<file path="config.mk">
export PLATFORM = sky130hd
export DESIGN_NAME = dds_sweep_scheduler
export DESIGN_NICKNAME = d
export VERILOG_FILES = /design/src/rtl/dds_sweep_scheduler.sv
export SDC_FILE = /design/constraint.sdc
export NUM_CORES = 1
export LEC_CHECK = 0
export ABC_AREA = 1
export CAP_MARGIN = 15
export CORE_MARGIN = 2
export CORE_UTILIZATION = 35
export DETAILED_ROUTE_END_ITERATION = 8
export HOLD_SLACK_MARGIN = 0.08
export MAX_ROUTING_LAYER = met4
export PLACE_DENSITY = 0.59
export SYNTH_ARGS = -nofsm -noshare
export SYNTH_HDL_FRONTEND = slang
export SYNTH_SLANG_ARGS = --single-unit
</file>
<file path="constraint.sdc">
create_clock -name i_clk -period 8.3 [get_ports i_clk]
set_clock_uncertainty 0.2 [all_clocks]
set_input_delay 2.075 -clock i_clk [delete_from_list [all_inputs] [get_ports i_clk]]
set_output_delay 2.075 -clock i_clk [all_outputs]
set_load 0.02 [all_outputs]
</file>
<file path="src/rtl/dds_sweep_scheduler.sv">
// Linear frequency-sweep sequencer for the DDS phase increment.
// Steps are applied only on DDS zero crossings after a programmable dwell.
module dds_sweep_scheduler #(
  parameter int INC_WIDTH = 32,
  parameter int DWELL_WIDTH = 16,
  parameter logic [INC_WIDTH-1:0] RESET_INC = 32'h00760A84
) (
  input  logic                   i_clk,
  input  logic                   i_rst_n,
  input  logic                   i_start,
  input  logic                   i_abort,
  input  logic [1:0]             i_mode,
  input  logic [INC_WIDTH-1:0]   i_inc_start,
  input  logic [INC_WIDTH-1:0]   i_inc_stop,
  input  logic [INC_WIDTH-1:0]   i_inc_step,
  input  logic [DWELL_WIDTH-1:0] i_dwell,
  input  logic                   i_zero_crossing,
  output logic [INC_WIDTH-1:0]   o_incremento,
  output logic                   o_dds_rst,
  output logic                   o_busy,
  output logic                   o_done,
  output logic                   o_err,
  output logic [2:0]             o_state
);

  typedef enum logic [2:0] {
    S_IDLE    = 3'd0,
    S_LOAD    = 3'd1,
    S_DWELL   = 3'd2,
    S_WAIT_ZC = 3'd3,
    S_STEP    = 3'd4,
    S_DONE    = 3'd5
  } state_t;

  localparam logic [1:0] MODE_SAW = 2'b01;
  localparam logic [1:0] MODE_TRI = 2'b10;
  localparam logic [DWELL_WIDTH-1:0] DWELL_ONE = DWELL_WIDTH'(1);

  state_t                 state_reg;
  logic [1:0]             mode_reg;
  logic [INC_WIDTH-1:0]   start_reg, stop_reg, step_reg, inc_reg;
  logic [DWELL_WIDTH-1:0] dwell_reg, cnt_reg;
  logic                   dir_up_reg, dds_rst_reg, done_reg, err_reg;

  logic [INC_WIDTH:0]     sum_up, diff_dn;
  logic [INC_WIDTH-1:0]   inc_next;
  logic                   last_point;

  // One extra bit so overflow (up) and underflow (down) clamp instead of wrapping.
  always_comb begin
    sum_up  = {1'b0, inc_reg} + {1'b0, step_reg};
    diff_dn = {1'b0, inc_reg} - {1'b0, step_reg};
    inc_next = inc_reg;
    if (dir_up_reg) begin
      if (sum_up >= {1'b0, stop_reg}) inc_next = stop_reg;
      else                            inc_next = sum_up[INC_WIDTH-1:0];
    end else begin
      if (diff_dn[INC_WIDTH] || (diff_dn[INC_WIDTH-1:0] < start_reg)) inc_next = start_reg;
      else                                                             inc_next = diff_dn[INC_WIDTH-1:0];
    end
    last_point = dir_up_reg ? (inc_reg == stop_reg) : (inc_reg == start_reg);
  end

  always_ff @(posedge i_clk or negedge i_rst_n) begin
    if (!i_rst_n) begin
      state_reg   <= S_IDLE;
      mode_reg    <= '0;
      start_reg   <= '0;
      stop_reg    <= '0;
      step_reg    <= '0;
      dwell_reg   <= DWELL_ONE;
      cnt_reg     <= '0;
      inc_reg     <= RESET_INC;
      dir_up_reg  <= 1'b1;
      dds_rst_reg <= 1'b0;
      done_reg    <= 1'b0;
      err_reg     <= 1'b0;
    end else begin
      dds_rst_reg <= 1'b0;
      done_reg    <= 1'b0;
      err_reg     <= 1'b0;
      if (i_abort && state_reg != S_IDLE) begin
        state_reg <= S_IDLE;
      end else begin
        case (state_reg)
          S_IDLE: begin
            if (i_start && !i_abort) begin
              mode_reg  <= i_mode;
              start_reg <= i_inc_start;
              stop_reg  <= i_inc_stop;
              step_reg  <= i_inc_step;
              dwell_reg <= (i_dwell == '0) ? DWELL_ONE : i_dwell;
              if (i_inc_step == '0 || i_inc_start > i_inc_stop) begin
                err_reg <= 1'b1;
              end else begin
                state_reg   <= S_LOAD;
                dds_rst_reg <= 1'b1;
              end
            end
          end
          S_LOAD: begin
            inc_reg    <= start_reg;
            dir_up_reg <= 1'b1;
            cnt_reg    <= dwell_reg;
            state_reg  <= S_DWELL;
          end
          S_DWELL: begin
            if (cnt_reg <= DWELL_ONE) state_reg <= S_WAIT_ZC;
            else                      cnt_reg   <= cnt_reg - DWELL_ONE;
          end
          S_WAIT_ZC: begin
            if (i_zero_crossing) begin
              if (!last_point) begin
                state_reg <= S_STEP;
              end else if (mode_reg == MODE_SAW) begin
                inc_reg   <= start_reg;
                cnt_reg   <= dwell_reg;
                state_reg <= S_DWELL;
              end else if (mode_reg == MODE_TRI) begin
                dir_up_reg <= ~dir_up_reg;
                state_reg  <= S_STEP;
              end else begin
                done_reg  <= 1'b1;
                state_reg <= S_DONE;
              end
            end
          end
          S_STEP: begin
            inc_reg   <= inc_next;
            cnt_reg   <= dwell_reg;
            state_reg <= S_DWELL;
          end
          S_DONE:  state_reg <= S_IDLE;
          default: state_reg <= S_IDLE;
        endcase
      end
    end
  end

  assign o_incremento = inc_reg;
  assign o_dds_rst    = dds_rst_reg;
  assign o_done       = done_reg;
  assign o_err        = err_reg;
  assign o_busy       = (state_reg != S_IDLE);
  assign o_state      = state_reg;

endmodule
</file>
**Yosys cells after proc, flatten, opt, wreduce, memory -nomap -nowiden**

Index checks and enable logic that the tools add are counted.
W data, S select, Z words.

- Bits in registers: 169
- Input port bits: 119
- Output and inout port bits: 39
- Logic and storage cells: 99

- $add $sub $neg: 3
- Order comparisons: 4
- Eq/ne operators: 18
- Multiplexer cells: 42
- Bitwise gates (word level): 2
- Reduce and logical (&&, ||, !) cells: 18

Operator list:

| kind | number |
|---|---|
| $mux W32 | 6 |
| $pmux W32 S3 | 1 |
| $mux W16 | 5 |
| $eq A32 B32 Y1 | 2 |
| $pmux W16 S3 | 1 |
| $add A32 B32 Y33 | 1 |
| $ge A33 B32 Y1 | 1 |
| $sub A32 B32 Y33 | 1 |
| $gt A32 B32 Y1 | 1 |
| $logic_not A32 Y1 | 1 |
| $lt A32 B32 Y1 | 1 |
| $mux W3 | 7 |
| $mux W1 | 20 |
| $le A16 B1 Y1 const B | 1 |
| $logic_not A16 Y1 | 1 |
| $sub A16 B1 Y16 const B | 1 |
| $ne A2 B2 Y1 const B | 6 |
| $ne A3 B3 Y1 const B | 4 |
| $pmux W3 S4 | 1 |
| $reduce_and A6 Y1 | 2 |
| $reduce_bool A3 Y1 | 3 |
| $eq A3 B2 Y1 const B | 2 |
| $reduce_and A5 Y1 | 1 |
| $reduce_and A4 Y1 | 1 |
| 13 further kinds | 16 |

**Logic depth before layout (Yosys ltp)**

- Depth in word-level cells: 7
- Mapped depth: 32
- Gate-level depth less buffers: 30

**Worst setup path before layout**

No wires, ideal clock.

- Kind: register -> register
- Start point: register inc_reg[0] (netlist: o_incremento[0])
- End point: register inc_reg[27] (netlist: o_incremento[27])
- Library setup time: 117 ps
- Data arrival time: 3,578 ps
- Data required time: 7,983 ps
- Setup slack: 4,406 ps
- Stages on the path, launching flop included: 30
- Buffers on the path: 1
- Clock period less this slack: 3,894 ps
- Path through: dfrtp_1 inv_1 ha_1 inv_1 fa_1 nand2_1 nand3_1 o21ai_0 o21ai_1 nand2_1 nand2_1 nand2_1 nand2_1 xor2_1 inv_1 ha_1 nand2_1 o21ai_0 nand4_1 o211ai_1 a21oi_1 nand2_1 clkbuf_1 nand3_1 nand3_1 nand2_1 inv_1 nand2_1 nand2_1 nand2_1

- Cells in the longest elaborated chain, start to end: 6
- Elaborated cells on any way between the ends: 14
- Those cells by class: add/sub (2); order compare (2); eq/ne (3); mux (5); reduce/logical (2)

Ends and longest elaborated chain:

| element | RTL line | source |
|---|---|---|
| start, declared | 41 | `logic [INC_WIDTH-1:0] start_reg, stop_reg, step_reg, inc_reg;` |
| start signal, assigned | 102 | `inc_reg <= start_reg;` |
| start signal, assigned | 116 | `inc_reg <= start_reg;` |
| start signal, assigned | 129 | `inc_reg <= inc_next;` |
| $sub A32 B32 Y33 | 52 | `diff_dn = {1'b0, inc_reg} - {1'b0, step_reg};` |
| $lt A32 B32 Y1 | 58 | `if (diff_dn[INC_WIDTH] \|\| (diff_dn[INC_WIDTH-1:0] < start_reg)) inc_next = start_reg;` |
| $logic_or A1 B1 Y1 | 58 |  |
| $mux W32 | 58 |  |
| $mux W32 | 54 | `if (dir_up_reg) begin` |
| $pmux W32 S3 | 85 | `case (state_reg)` |

Parallel ways exist; a longest one is shown, timed or not.
A chain may end at the register's enable or synchronous reset.

**Worst setup path in the final report**

- Start point: register inc_reg[0] (netlist: o_incremento[0])
- End point: register inc_reg[24] (netlist: o_incremento[24])

The elaborated chain is that of the path after synthesis.

==> summary.md <==
| Metric | Value |
|---|---|
| Layout Utilization | `41.1%` |
| # Max-Cap Violations | `0` |
| Max Clk Rate | `189 MHz` |
| Seq/Total Area, Yosys | `26.7%` |
| Synthesized instance count | `2437` |
| Std cell rows | `78` |
| Die W | `217 µm` |
| CP Capture Type | `register` |
| Final setup viols | `0` |
| RePlAce Congestion | `0.985` |
| Worst Path Required | `8.49 ns` |
| Top cells by area, synth | `dfrtp_1 (25%), nand2_1 (16%), ha_1 (13%)` |
| Clk_lat worst skew | `0.50 ns` |
| Synth Area in Compound Gates | `13.9%` |
| Cts hold-fix bufs | `0` |
| Vias/cell | `5.20` |
| Post-Layout Cell Count | `3154` |
| Post-Synth Adder-Cell Area | `13.1%` |
| Post-synth EDFFs | `0` |
| Avg Cell Area, Syn | `6.52 µm²` |
| Minimum clock period | `5.29 ns` |
| Synth cell count leaders | `nand2_1 (669), inv_1 (349), o21ai_0 (210)` |
| H-tree level count | `4` |
| Hold crit path type | `reg2reg` |
| Fin. Hold Viols | `0` |
| Crit-path max FO | `40` |
| Multi-input logic area | `0.00989 mm²` |
| Outcome | `completed` |
| First-pass GRT wire length | `91400 µm` |
| Seq. cell area | `0.00424 mm²` |
| Dpl cells | `3120` |
| DR vias | `16.4k` |
| Crit-path slowest cell | `buf_4` |
| Vias in the first global route | `15.8k` |
| Fin Hold WS | `0.278 ns` |
| Final #Nets | `2823` |
| Worst r2r dst | `o_incremento[24]$_DFFE_PN0P_` |
| Antenna viol nets, final | `0` |
| Initial core utilization | `35.2%` |
| Largest family of logic cells by synthesized area | `simple AND/OR/NAND/NOR gates` |
| Post-DR wirelength/cell | `18.9 µm` |
| Crit path launch type | `register` |
| Initial DRC count | `1301` |
| CP Class | `reg2reg` |
| Syn. warnings | `0` |
| Drt drc | `0` |
| CTS Sinks | `169` |
| Initial antenna violation count | `3` |
| Mapped Nets | `2721` |
| Fin Setup TNS | `0 ns` |
| GRT overflow | `0` |
| Worst-Margin Slew | `0.949 ns` |
| Count leader, synth | `nand2_1` |
| Fillers | `4841` |
| Syn-to-layout area delta | `16.6%` |
| Yosys top cell area share | `24.9%` |
| Post-cts resize count | `0` |
| RSZ-0062 raised after global routing | `false` |
| CP dominant cell by count | `nand2_1` |
| Hold Startpoint | `dwell_reg[8]$_DFFE_PN0P_` |
| Die H | `217 µm` |
| 1st-pass router iterations | `6` |
| Mapped cell area | `0.0159 mm²` |
| IO Count | `158` |
| Synth Flop Type | `dfrtp_1` |
| Total Routing Usage GR | `26.3%` |
| Core Box Area | `0.0451 mm²` |
| PortBufs | `157` |
| Die ar. | `0.0471 mm²` |
| Dpl hpwl | `46700 µm` |
| Reg clk slew, reported paths | `0.08 ns` |
| Async SR Flop Fraction | `100%` |
| Hold Path Sink | `dwell_reg[8]$_DFFE_PN0P_` |
| Largest net degree at the start of global routing | `218` |
| Clock Tree Buf Depth | `2` |
| Reg2Reg Depth | `30` |
| Post-synthesis xor/xnor area fraction | `4.46%` |
| Mux share of post-synthesis cell area | `0.189%` |
| Total wire length | `59700 µm` |
| CTS buffer count | `17` |
| Max Slew Vio Count | `0` |
| CP Data Arrival Time | `5.48 ns` |
| Reg-to-reg slack, setup | `3.01 ns` |
| Max incr delay on CP | `0.46 ns` |
| Yosys top cell by area | `dfrtp_1` |
| Post-synthesis simple-gate area fraction | `30.6%` |
| RR Startpoint | `o_incremento[0]$_DFFE_PN0P_` |
| Yosys cell types | `50` |
| #FFs+latches synth | `169` |
| Post-CTS Setup Bufs | `0` |
| Root Buffer | `clkbuf_16` |
| Share of post-route cells with drive strength above 1 | `4.15%` |
| Relative slew margins | `36.7%` |
| CTS tree | `yes` |
| Tcrit/Tclk final | `63.7%` |
| Worst Hold Depth | `2` |
[cell type report]
class | instances | share of cell area [%]
Inverter | 353 | 7.15
Antenna cell | 2 | 0.0270
Clock buffer | 18 | 2.37
Clock inverter | 14 | 1.01
Multi-Input combinational cell | 1828 | 53.4
Timing Repair Buffer | 170 | 9.08
Sequential cell | 169 | 22.9
Tap cell | 600 | 4.05
[metal layers]
| layer | global-route usage, % | part of all wire [%] |
|---|---|---|
| met5 | - | 0 |
| met3 | 3.61 | 5.2 |
| met4 | 9.47 | 3.0 |
| met2 | 42.7 | 47 |
| met1 | 33.5 | 44 |
[worst max path at each step]
stage	slack (ns)	cells after the start	startpoint	endpoint
after CTS	3.06	29	o_incremento[0]$_DFFE_PN0P_	o_incremento[31]$_DFFE_PN0P_
final	3.01	30	o_incremento[0]$_DFFE_PN0P_	o_incremento[24]$_DFFE_PN0P_
after floorplan	4.41	29	o_incremento[0]$_DFFE_PN0P_	o_incremento[27]$_DFFE_PN0P_
after global routing	2.60	30	o_incremento[0]$_DFFE_PN0P_	o_incremento[31]$_DFFE_PN0P_
after detailed placement	2.66	13	i_inc_stop[31]	o_state[1]$_DFFE_PN0P_
after global placement	2.72	14	i_inc_stop[31]	o_state[1]$_DFFE_PN0P_
[worst max-delay path: cells and delay by family, from the launching register on]
kind	cells	cell delay [ns]
DFF	1	0.45
buffers and inverters	5	0.99
AOI/OAI and AO/OA	5	0.93
and+or+nand+nor	16	1.38
xor gates and xnor gates	1	0.45
adders and majority gates	3	0.75
[logic make-up (layout without fill, tap and decap cells)]
group	after synthesis	after routing
AND/OR/NAND/NOR	1157	1157
buffers and inverters	440	555
AO/OA/AOI/OAI	422	422
flip-flops	169	169
adder cells (fa/ha/maj)	165	165
XOR/XNOR	81	81
multiplexers	3	3
other	0	2
[placed cells by master (no fill, tap or decap), drive strengths merged, types with 4 or more instances in the layout]
master / count
nand4: 31
a31oi: 4
o21bai: 7
o21ai: 232
a21o: 7
xnor2: 7
a21oi: 156
ha: 163
clkdlybuf4s50: 156
dfrtp: 158
buf: 14
nor4: 23
nor3: 23
nor2: 240
nand2: 672
clkbuf: 18
or2: 4
clkinv: 5
xor2: 74
dfstp: 11
inv: 357
nand3: 158
o211ai: 5
[metrics by stage]
step           cell area, µm²  worst slack [ns]
5_1_grt                 18500              2.60
3_3_place_gp            17900              2.72
3_5_place_dp            17900              2.66
2_1_floorplan           15900              4.41
6_report                18500              3.01
4_1_cts                 18500              3.06
Power is not shown: default switching activity piles up to over one toggle a cycle in this logic, so the estimate is an artifact.
==> edit: new RTL, same settings <==
Set the parameter `DWELL_WIDTH` to 18 (it was 16).
--- a/src/rtl/dds_sweep_scheduler.sv
+++ b/src/rtl/dds_sweep_scheduler.sv
@@ -4,3 +4,3 @@
   parameter int INC_WIDTH = 32,
-  parameter int DWELL_WIDTH = 16,
+  parameter int DWELL_WIDTH = 18,
   parameter logic [INC_WIDTH-1:0] RESET_INC = 32'h00760A84
Ports: changed (resized i_dwell); port bits go from 158 to 160. The function was not compared with the original's and may differ.
==> edit against the unedited design <==
Area after synthesis is 3.4% higher. Setup slack worse by 0.48 ns. Sequential cell count increased by 4. Cell area is 2.5% higher. Highest routed layer unchanged. Wire length up 5.5%. Synthesized cell count grew 2.5%.
Power is not shown: default switching activity piles up to over one toggle a cycle in this logic, so the estimate is an artifact.
==> edit: results (changes against the unedited design) <==
Final layout
The non-clock inverter count in the final layout is 368 (+4.2%). The portion of the layout cell area used by non-clock buffers is 8.966% (-0.12 points). The antenna cell count is 0 (-2).

The share of final-layout standard cells stronger than drive strength 1 came to 4.216% (+0.063 points). The proportion of cell area spent on the clock network was 3.261% (-0.12 points). The number of multi-input logic gates is 1,864 (+2.0%). The layout buffer count excluding clock buffers is 172 (+1.2%). The sequential share of cell area was 22.87% (-0.037 points). The final cell count without fillers is 3,216 (+2.0%). The sequential cell count of the final layout is 173 (+2.4%). The area added between synthesis and finish is 15.61%. The number of nets in the layout is 2,882 (+2.1%). The final-layout clock buffer total is 17 (-1). The filler cell count is 5,008 (+3.4%).

Worst setup path
For this design, the slowest cell found on the critical path is nor2_4. The worst reg2reg path depth was 25 (-17%). The launching point of the worst reg2reg path is o_incremento[7]. The critical path arrival is 6.01 ns (+0.53 ns). The endpoint identified for the worst register-to-register timing path is o_incremento[12].

STA classifies the critical path endpoint as a register. The maximum net fanout on the critical path is 33 (-18%). The setup slack of the worst register-to-register path was 2.53 ns (-0.48 ns). The maximum cell stage delay along the critical path is 0.78 ns (+0.32 ns).

Global routing
The met3 layer usage reported by global route is 3.244% (-0.36 points). The global-route wire length before repair is 95.99 mm (+5.0%). The number of global-route vias before repair is 16,050 (+1.8%). The met1 global-route usage is 35.48% (+2.0 points). The number of antenna violations at the first check in global routing is 1 (-2).

The met2 track demand over resource was 43.21% (+0.48 points). The overall global routing resource usage is 27.18% (+0.87 points). The maximum number of pins on one net before global-route repair is 208 (-4.6%).

Logic synthesis
The synthesized net count was 2,785 (+2.4%). Sorting the synthesized cells by how often they occur yields 653 x nand2_1, 362 x inv_1, 280 x nor2_1. The post-synthesis cell count was 2,499 (+2.5%). Ranked by total cell area, the synthesized netlist is headed by dfrtp_1 25%, nand2_1 15%, ha_1 12%. The share of synthesized flip-flops with an asynchronous set or reset is 100.0% (unchanged).

The count of distinct cell types in the synthesized netlist is 56 (+12%).

Die
The placeable core region was 46,460 sq um (+3.0%).

Placement
The final estimated routing congestion in global placement is 0.9768 (-0.84%). The sum of net half-perimeters after detailed placement is 49.77 mm (+6.5%). The count of input and output buffers is 159 (+1.3%).

The worst slack at placement is 2.700 ns (+0.03942 ns). The placed instance area was 18,370 sq um (+2.7%).

Clocking
The clock input transition at the sequential cells of the worst setup and hold paths came to 0.08 ns (about the same). The number of post-CTS setup repair buffers is 0 (unchanged). The clock buffer count from CTS is 17 (unchanged).

Timing
The max-slew headroom at the worst pin is 29.94% (-6.8 points). The minimum clock period was 5.767 ns (+0.4805 ns). The worst hold margin is 0.2768 ns (-0.0007880 ns).

Routing
The detailed-routed wire length on met2 is 29.18 mm (+3.4%). The length of routed met3 wiring is 2.900 mm (-7.3%). The final wirelength was 62.97 mm (+5.5%).

The iteration-0 DRC count of the detailed router is 1,359 (+4.5%). The number of vias per cell after detailed routing is 5.142 (-1.1%). The wire length on met1 is 28.89 mm (+8.8%).

Min path
The startpoint of the tightest hold check path is dwell_reg[1]. The worst-case hold path end point is dwell_reg[1].

Run status
The flow ran to the end, and the final reports show no timing, DRC or antenna violations.
[edit: changes by cell type after synthesis, moves of 8 or more]
| cell | delta |
|---|---|
| buf_6 | +9 |
| clkbuf_1 | -8 |
| inv_1 | +13 |
| nand2_1 | -16 |
| nand3b_1 | +13 |
| nand4_1 | -15 |
| nor2_1 | +71 |
| nor2_2 | -28 |
| nor4_1 | -14 |
| o21ai_0 | -18 |
| o21ai_2 | +18 |
| xor2_1 | +9 |
[edit: cell families after synthesis]
| logic type | share of synthesized area (%) |
|---|---|
| buffers and inverters | 11.70 |
| AO/OA/AOI/OAI | 13.85 |
| multiplexers | 0.4875 |
| adder cells (fa/ha/maj) | 12.66 |
| AND/OR/NAND/NOR | 30.01 |
| flip-flops | 26.44 |
| XOR/XNOR | 4.852 |
[edit: critical path: cells and delay by family (launching register included)]
kind	cells	cell delay (ns)
compound gates	5	1.06
simple gates	14	2.63
flops	1	0.65
fa+ha+maj	2	0.73
buf+inv	4	0.36
